**src/rtl/pipe_pkg.sv**
```systemverilog
// -----------------------------------------------------------------------------
// pipe_pkg
// Shared types and widths for the processor pipeline stage registers.
//   em_ctrl_t   : EX/MEM control bundle (pc_src, reg_write, mem_to_reg,
//                 mem_write). The stage control width is its bit count.
//   EM_DATA_W   : EX/MEM data payload = ALU result + store data + dest reg.
//   STALL_CNT_W : default width of the per-stage stall counter.
// -----------------------------------------------------------------------------
package pipe_pkg;

    // EX/MEM control bundle, MSB first.
    typedef struct packed {
        logic pc_src;
        logic reg_write;
        logic mem_to_reg;
        logic mem_write;
    } em_ctrl_t;

    localparam int EM_CTRL_W   = $bits(em_ctrl_t);

    // EX/MEM payload fields.
    localparam int EM_ALU_W    = 32;
    localparam int EM_WDATA_W  = 32;
    localparam int EM_RD_W     = 4;
    localparam int EM_DATA_W   = EM_ALU_W + EM_WDATA_W + EM_RD_W;

    localparam int STALL_CNT_W = 16;

endpackage : pipe_pkg

```
**src/rtl/pipe_slot.sv**
```systemverilog
// -----------------------------------------------------------------------------
// pipe_slot
// One storage entry of a pipeline stage: valid bit, control field, data field.
// Updates on the falling edge of i_clk; asynchronous active-low reset.
//   i_clk    in   stage clock (falling edge active)
//   i_rst_n  in   asynchronous reset, active low; clears every register
//   i_clr    in   clear valid and control (data is retained); beats i_load
//   i_load   in   capture i_ctrl/i_data and set valid
//   i_ctrl   in   control field to capture
//   i_data   in   data field to capture
//   o_valid  out  entry holds a beat
//   o_ctrl   out  held control field (zero whenever o_valid is 0)
//   o_data   out  held data field
// -----------------------------------------------------------------------------
module pipe_slot
    import pipe_pkg::*;
#(
    parameter int CTRL_W = EM_CTRL_W,
    parameter int DATA_W = EM_DATA_W
) (
    input  logic              i_clk,
    input  logic              i_rst_n,
    input  logic              i_clr,
    input  logic              i_load,
    input  logic [CTRL_W-1:0] i_ctrl,
    input  logic [DATA_W-1:0] i_data,
    output logic              o_valid,
    output logic [CTRL_W-1:0] o_ctrl,
    output logic [DATA_W-1:0] o_data
);

    logic              r_valid;
    logic [CTRL_W-1:0] r_ctrl;
    logic [DATA_W-1:0] r_data;

    // Valid and control: clear wins over load so a squashed beat never lands.
    always_ff @(negedge i_clk or negedge i_rst_n) begin
        if (!i_rst_n) begin
            r_valid <= 1'b0;
            r_ctrl  <= {CTRL_W{1'b0}};
        end else if (i_clr) begin
            r_valid <= 1'b0;
            r_ctrl  <= {CTRL_W{1'b0}};
        end else if (i_load) begin
            r_valid <= 1'b1;
            r_ctrl  <= i_ctrl;
        end else begin
            r_valid <= r_valid;
            r_ctrl  <= r_ctrl;
        end
    end

    // Data only moves on a real load; a clear leaves the last payload in place.
    always_ff @(negedge i_clk or negedge i_rst_n) begin
        if (!i_rst_n) begin
            r_data <= {DATA_W{1'b0}};
        end else if (i_load && !i_clr) begin
            r_data <= i_data;
        end else begin
            r_data <= r_data;
        end
    end

    assign o_valid = r_valid;
    assign o_ctrl  = r_ctrl;
    assign o_data  = r_data;

endmodule : pipe_slot

```
**src/rtl/pipe_stage_reg.sv**
```systemverilog
// -----------------------------------------------------------------------------
// pipe_stage_reg
// Parametrised pipeline stage register with valid/ready flow control, flush,
// optional skid entry and a saturating stall counter. All registers update on
// the falling edge of CLK; RESET_N is asynchronous, active low.
//
// Build option: define PIPE_SKID_EN to add the skid entry. in_ready then comes
// straight from a register (capacity 2). Without it, in_ready is combinational
// from out_ready (capacity 1).
//
// Ports:
//   CLK        in   stage clock (falling edge active)
//   RESET_N    in   asynchronous reset, active low
//   in_valid   in   upstream beat present
//   in_ready   out  stage can accept a beat this cycle
//   in_ctrl    in   upstream control bits
//   in_data    in   upstream data
//   flush      in   synchronous squash of all held beats
//   out_valid  out  beat held for downstream
//   out_ready  in   downstream accepts the beat
//   out_ctrl   out  held control bits, zero whenever out_valid is 0
//   out_data   out  held data (kept across flush and drain)
//   stall_cnt  out  saturating count of cycles with out_valid & ~out_ready
// -----------------------------------------------------------------------------
module pipe_stage_reg
    import pipe_pkg::*;
#(
    parameter int CTRL_W = EM_CTRL_W,
    parameter int DATA_W = EM_DATA_W,
    parameter int CNT_W  = STALL_CNT_W
) (
    input  logic              CLK,
    input  logic              RESET_N,
    input  logic              in_valid,
    output logic              in_ready,
    input  logic [CTRL_W-1:0] in_ctrl,
    input  logic [DATA_W-1:0] in_data,
    input  logic              flush,
    output logic              out_valid,
    input  logic              out_ready,
    output logic [CTRL_W-1:0] out_ctrl,
    output logic [DATA_W-1:0] out_data,
    output logic [CNT_W-1:0]  stall_cnt
);

    localparam logic [CNT_W-1:0] CNT_ONE = {{(CNT_W-1){1'b0}}, 1'b1};
    localparam logic [CNT_W-1:0] CNT_MAX = {CNT_W{1'b1}};

    logic              w_in_fire;
    logic              w_out_fire;
    logic              w_main_valid;
    logic [CTRL_W-1:0] w_main_ctrl;
    logic [DATA_W-1:0] w_main_data;
    logic              w_main_load;
    logic              w_main_clr;
    logic [CTRL_W-1:0] w_main_ld_ctrl;
    logic [DATA_W-1:0] w_main_ld_data;
    logic [CNT_W-1:0]  r_stall_cnt;

    assign w_in_fire  = in_valid & in_ready;
    assign w_out_fire = w_main_valid & out_ready;

`ifdef PIPE_SKID_EN
    logic              w_main_take;
    logic              w_skid_valid;
    logic [CTRL_W-1:0] w_skid_ctrl;
    logic [DATA_W-1:0] w_skid_data;
    logic              w_skid_load;
    logic              w_skid_clr;

    // Two-entry steering. The skid only fills while main is held, so a set
    // skid always implies a full main; an older skid beat drains first.
    always_comb begin
        w_main_take    = ~w_main_valid | w_out_fire;
        w_main_ld_ctrl = in_ctrl;
        w_main_ld_data = in_data;
        if (w_skid_valid) begin
            w_main_ld_ctrl = w_skid_ctrl;
            w_main_ld_data = w_skid_data;
        end else begin
            w_main_ld_ctrl = in_ctrl;
            w_main_ld_data = in_data;
        end
        w_main_load = w_main_take & (w_skid_valid | w_in_fire);
        w_main_clr  = flush | (w_out_fire & ~w_main_load);
        w_skid_load = w_in_fire & w_main_valid & ~out_ready;
        w_skid_clr  = flush | (w_main_take & w_skid_valid);
    end

    pipe_slot #(
        .CTRL_W (CTRL_W),
        .DATA_W (DATA_W)
    ) u_skid (
        .i_clk   (CLK),
        .i_rst_n (RESET_N),
        .i_clr   (w_skid_clr),
        .i_load  (w_skid_load),
        .i_ctrl  (in_ctrl),
        .i_data  (in_data),
        .o_valid (w_skid_valid),
        .o_ctrl  (w_skid_ctrl),
        .o_data  (w_skid_data)
    );

    // Registered ready: no combinational path from out_ready.
    assign in_ready = ~w_skid_valid;
`else
    // Single-entry steering: a simultaneous accept replaces the drained beat.
    always_comb begin
        w_main_ld_ctrl = in_ctrl;
        w_main_ld_data = in_data;
        w_main_load    = w_in_fire;
        w_main_clr     = flush | (w_out_fire & ~w_in_fire);
    end

    // Accept when empty or when the held beat leaves this cycle.
    assign in_ready = ~w_main_valid | out_ready;
`endif

    pipe_slot #(
        .CTRL_W (CTRL_W),
        .DATA_W (DATA_W)
    ) u_main (
        .i_clk   (CLK),
        .i_rst_n (RESET_N),
        .i_clr   (w_main_clr),
        .i_load  (w_main_load),
        .i_ctrl  (w_main_ld_ctrl),
        .i_data  (w_main_ld_data),
        .o_valid (w_main_valid),
        .o_ctrl  (w_main_ctrl),
        .o_data  (w_main_data)
    );

    // Stall counter: counts held-but-refused cycles, sticks at all-ones.
    always_ff @(negedge CLK or negedge RESET_N) begin
        if (!RESET_N) begin
            r_stall_cnt <= {CNT_W{1'b0}};
        end else if (w_main_valid && !out_ready && (r_stall_cnt != CNT_MAX)) begin
            r_stall_cnt <= r_stall_cnt + CNT_ONE;
        end else begin
            r_stall_cnt <= r_stall_cnt;
        end
    end

    assign out_valid = w_main_valid;
    assign out_ctrl  = w_main_ctrl;
    assign out_data  = w_main_data;
    assign stall_cnt = r_stall_cnt;

endmodule : pipe_stage_reg
```
**config.mk**
```make
export PLATFORM = sky130hd
export DESIGN_NAME = pipe_stage_reg
export DESIGN_NICKNAME = d
export VERILOG_FILES = /design/src/rtl/pipe_pkg.sv /design/src/rtl/pipe_slot.sv /design/src/rtl/pipe_stage_reg.sv
export SDC_FILE = /design/constraint.sdc
export NUM_CORES = 1
export LEC_CHECK = 0
export CAP_MARGIN = 20
export CORE_UTILIZATION = 38
export DETAILED_ROUTE_END_ITERATION = 16
export DONT_BUFFER_PORTS = 1
export PLACE_DENSITY_LB_ADDON = 0.1
export SYNTH_ARGS = -nofsm -noshare
export SYNTH_HDL_FRONTEND = slang
export SYNTH_HIERARCHICAL = 1
export SYNTH_SLANG_ARGS = --single-unit
export TNS_END_PERCENT = 10
```
**constraint.sdc**
```tcl
create_clock -name CLK -period 3.9 [get_ports CLK]
set_input_delay 0 -clock CLK [delete_from_list [all_inputs] [get_ports CLK]]
set_output_delay 0 -clock CLK [all_outputs]
set_load 0.02 [all_outputs]
```
* Word-level counts from Yosys, hierarchy flattened
Cells that the tools add are included.
Storage, ports and cells: flip-flop bits (word level) 89, input port bits 77, output and inout bits 90
Operators by class: $add $sub $neg 1, eq/ne operators 1, muxes and demuxes 4, bitwise gates (word level) 7, reductions and logical operators 6
Operators by type and width (number):
- $add 16x1->16 const B | 1
- $ne 16x16->1 const B | 1
- $mux 4 | 2
- $and 1x1->1 | 3
- $logic_and 1x1->1 | 3
- $logic_not 1->1 | 2
- $mux 1 | 2
- $not 1->1 | 2
- $or 1x1->1 | 2
- $reduce_bool 2->1 | 1

* Depth between registers and ports, before layout
word-level depth 8, gate-level depth with buffers 9

* Cells and area by module
Netlist, hierarchy kept.
Modules (own cells, without submodules):
- pipe_slot | times used 1, cells each 161, area an instance 2827.7 µm²
- pipe_stage_reg | times used 1, cells each 79, area an instance 865.8 µm²

==> results.md <==
* Status: completed
* Post-synth net total at 318
* Crit path arrival time at 3.19 ns
* Total CTS buffers at 9
* Gr ovfl total at 0
* IO Count at 167
* Wire per inst at 18.1 µm
* Final Routed Wirelength at 6.86 mm
* CTS tree: built
* Clk_lat worst skew at 0.33 ns
* CP Cell Sequence: nand2_1
* Endpoint class of the critical path: output pin
* Crit path launch type: flip-flop
* Worst path required time at 3.90 ns
* Die span in x at 101 µm
* Top-count cell post-synth: dfrtn_1
* Row count at 35
* Post-CTS Setup Repair Bufs at 0
* Power Dens Cells at 593 nW/µm²
* Starting Density at 39.6%
* Yosys reg bits at 89
* Htree depth at 3
* Largest delay share family, worst path: flip-flops
* Clock-pin slew on the worst setup and hold paths at 0.05 ns
* Core Util, Final at 43.4%
* Dpl ws at 0.489 ns
* Hold_buf cts at 0
* Cells after DPL at 364
* Setup_tns at 0 ns
* Max-cap violations at 0
* Initial DRC count at 60
* Sink Count at 89
* List of most frequent post-synthesis cells: dfrtn_1, mux2_2, mux2_4, nand2_1, nor2_1
* Layout area overhead at 9.52%
* I/O Buffers at 0
* Mean Syn Cell Area at 15.4 µm²
* Hold Path Stages at 2
* CP Depth at 1
* Post-Layout Cell Count at 379
* Least-Margin Pin Slew at 0.427 ns
* Post-Synthesis Cells at 240
* Kind of critical path: flip-flop to output pin
* Gpl congestion at 0.729
* Crit-path max FO at 7
* Synth top area cells: dfrtn_1, mux2_2, mux2_4
* R2r worst-path depth at 5
* Routed vias at 1903
* Ys async rst share at 100%
* Slowest cell delay on critical path at 0.63 ns
* Die Y at 101 µm
* Post-synth cell types at 33
* Post-DRT Antenna Nets at 0
* Setup WS post-layout at 0.711 ns
* Number of synthesized flops with an enable pin at 0
* Final clock skew at 0.00660 ns
* Crit path max-delay cell type: dfrtn_1
* Count of final setup violators at 0
* CP bufs+invs at 0
* DRC at 0
* GRT Resource Usage Total at 13.2%
* # resized after CTS at 0
* Vias in the first global route at 1910
* CTS root buf: clkbuf_8
* First-pass GRT wire length at 10.1 mm
* Sequential cell area fraction in the yosys report at 60.3%
* Ys flop type: dfrtn_1
* Post-synth design cell area at 3690 µm²
* Post-synth top area cell: dfrtn_1
* Syn. warnings at 6
* # diodes at 0
* Share of the synthesized area in the top cell type at 60.3%
* Initial antenna violation count at 0
* Relative slew slack at 71.3%
* Leakage power total at 1.78 nW
* Die area at 10100 µm²
* IR drop worst, VDD at 210 µV
* Core footprint at 9330 µm²
* Worst hold path type: primary input to output pin
* Final hold violation count at 0
* Hpwl dp at 4.77 mm
* Slew Viols, Final at 0
* Pre-antenna DRT Iters at 4
* CTS max path bufs at 2
* RSZ-0062 raised after global routing: no
* Layout cell share with drive strength beyond 1 at 39.2%
* Via/cell ratio at 5.02
* Net count, final at 324
* Largest net degree at the start of global routing at 90
* Minimum hold slack at 0.238 ns
## logic make-up after synthesis
| family | after synthesis | synth area share, % |
|---|---|---|
| compound gates | 8 | 1.52 |
| xor+xnor | 10 | 2.37 |
| fa+ha+maj | 1 | 0.339 |
| buf+inv | 13 | 2.68 |
| flops | 89 | 60.3 |
| mux | 75 | 24.8 |
| simple gates | 44 | 7.96 |
## per-layer routing
metal / part of all wire [%] / global-route usage, %
met1: 42 / 15.8
met2: 49 / 20.9
met3: 8.7 / 5.89
met4: 1.1 / 4.68
met5: 0 / 0
## cell type report
type | instances | area, µm²
fill | 848 | 5280
sequential | 89 | 2230
multi-input combinational | 138 | 1370
tap | 129 | 161
clock buffer | 11 | 141
clock inverter | 4 | 77.6
timing repair buffer | 4 | 55.1
inverter | 4 | 15.0
## final timing paths
kind	start	end	slack (ns)
setup reg to reg	u_main/o_valid$_DFFE_NN0P_	u_main/o_data[42]$_DFFE_NN0P_	1.92
hold reg to reg	stall_cnt[0]$_DFFE_NN0P_	stall_cnt[0]$_DFFE_NN0P_	0.57
setup / recovery	u_main/o_valid$_DFFE_NN0P_	in_ready	0.71
hold / removal	out_ready	in_ready	0.24
max in group asynchronous	RESET_N	stall_cnt[7]$_DFFE_NN0P_	2.50
min in group asynchronous	RESET_N	u_main/o_data[59]$_DFFE_NN0P_	1.20
## per-stage QoR
step	power, W	instance area [µm²]
finish	0.00240	4050
global route	0.00252	4050
CTS	0.00244	4050
detailed placement	0.00174	3830
global placement	0.00173	3830
floorplan	0.00166	3690
## registers in the layout (all words and copies together), names as in the netlist
signal and flops:
stall_cnt 16, u_main/o_data 68, u_main/o_ctrl 4, u_main/o_valid 1
## layout by cell type, fill, tap and decap left out, types with 3 or more instances in the layout
master,count
inv_1,4
nor3_1,3
mux2i_1,5
nand2_1,10
clkbuf_8,10
mux2_2,49
xor2_1,7
dfrtn_1,89
mux2_4,21
and4_1,3
nor2_1,10
xnor2_1,3
nand3_1,3
nand4_2,4
## report_power, final
part           internal (W)  switching (W)  total [W]
clock network      0.000378       0.000307   0.000685
registers           0.00110       0.000355    0.00146
logic              0.000172      0.0000827   0.000254
total               0.00165       0.000745    0.00240
No activity file was read; power rests on OpenSTA's default activity.
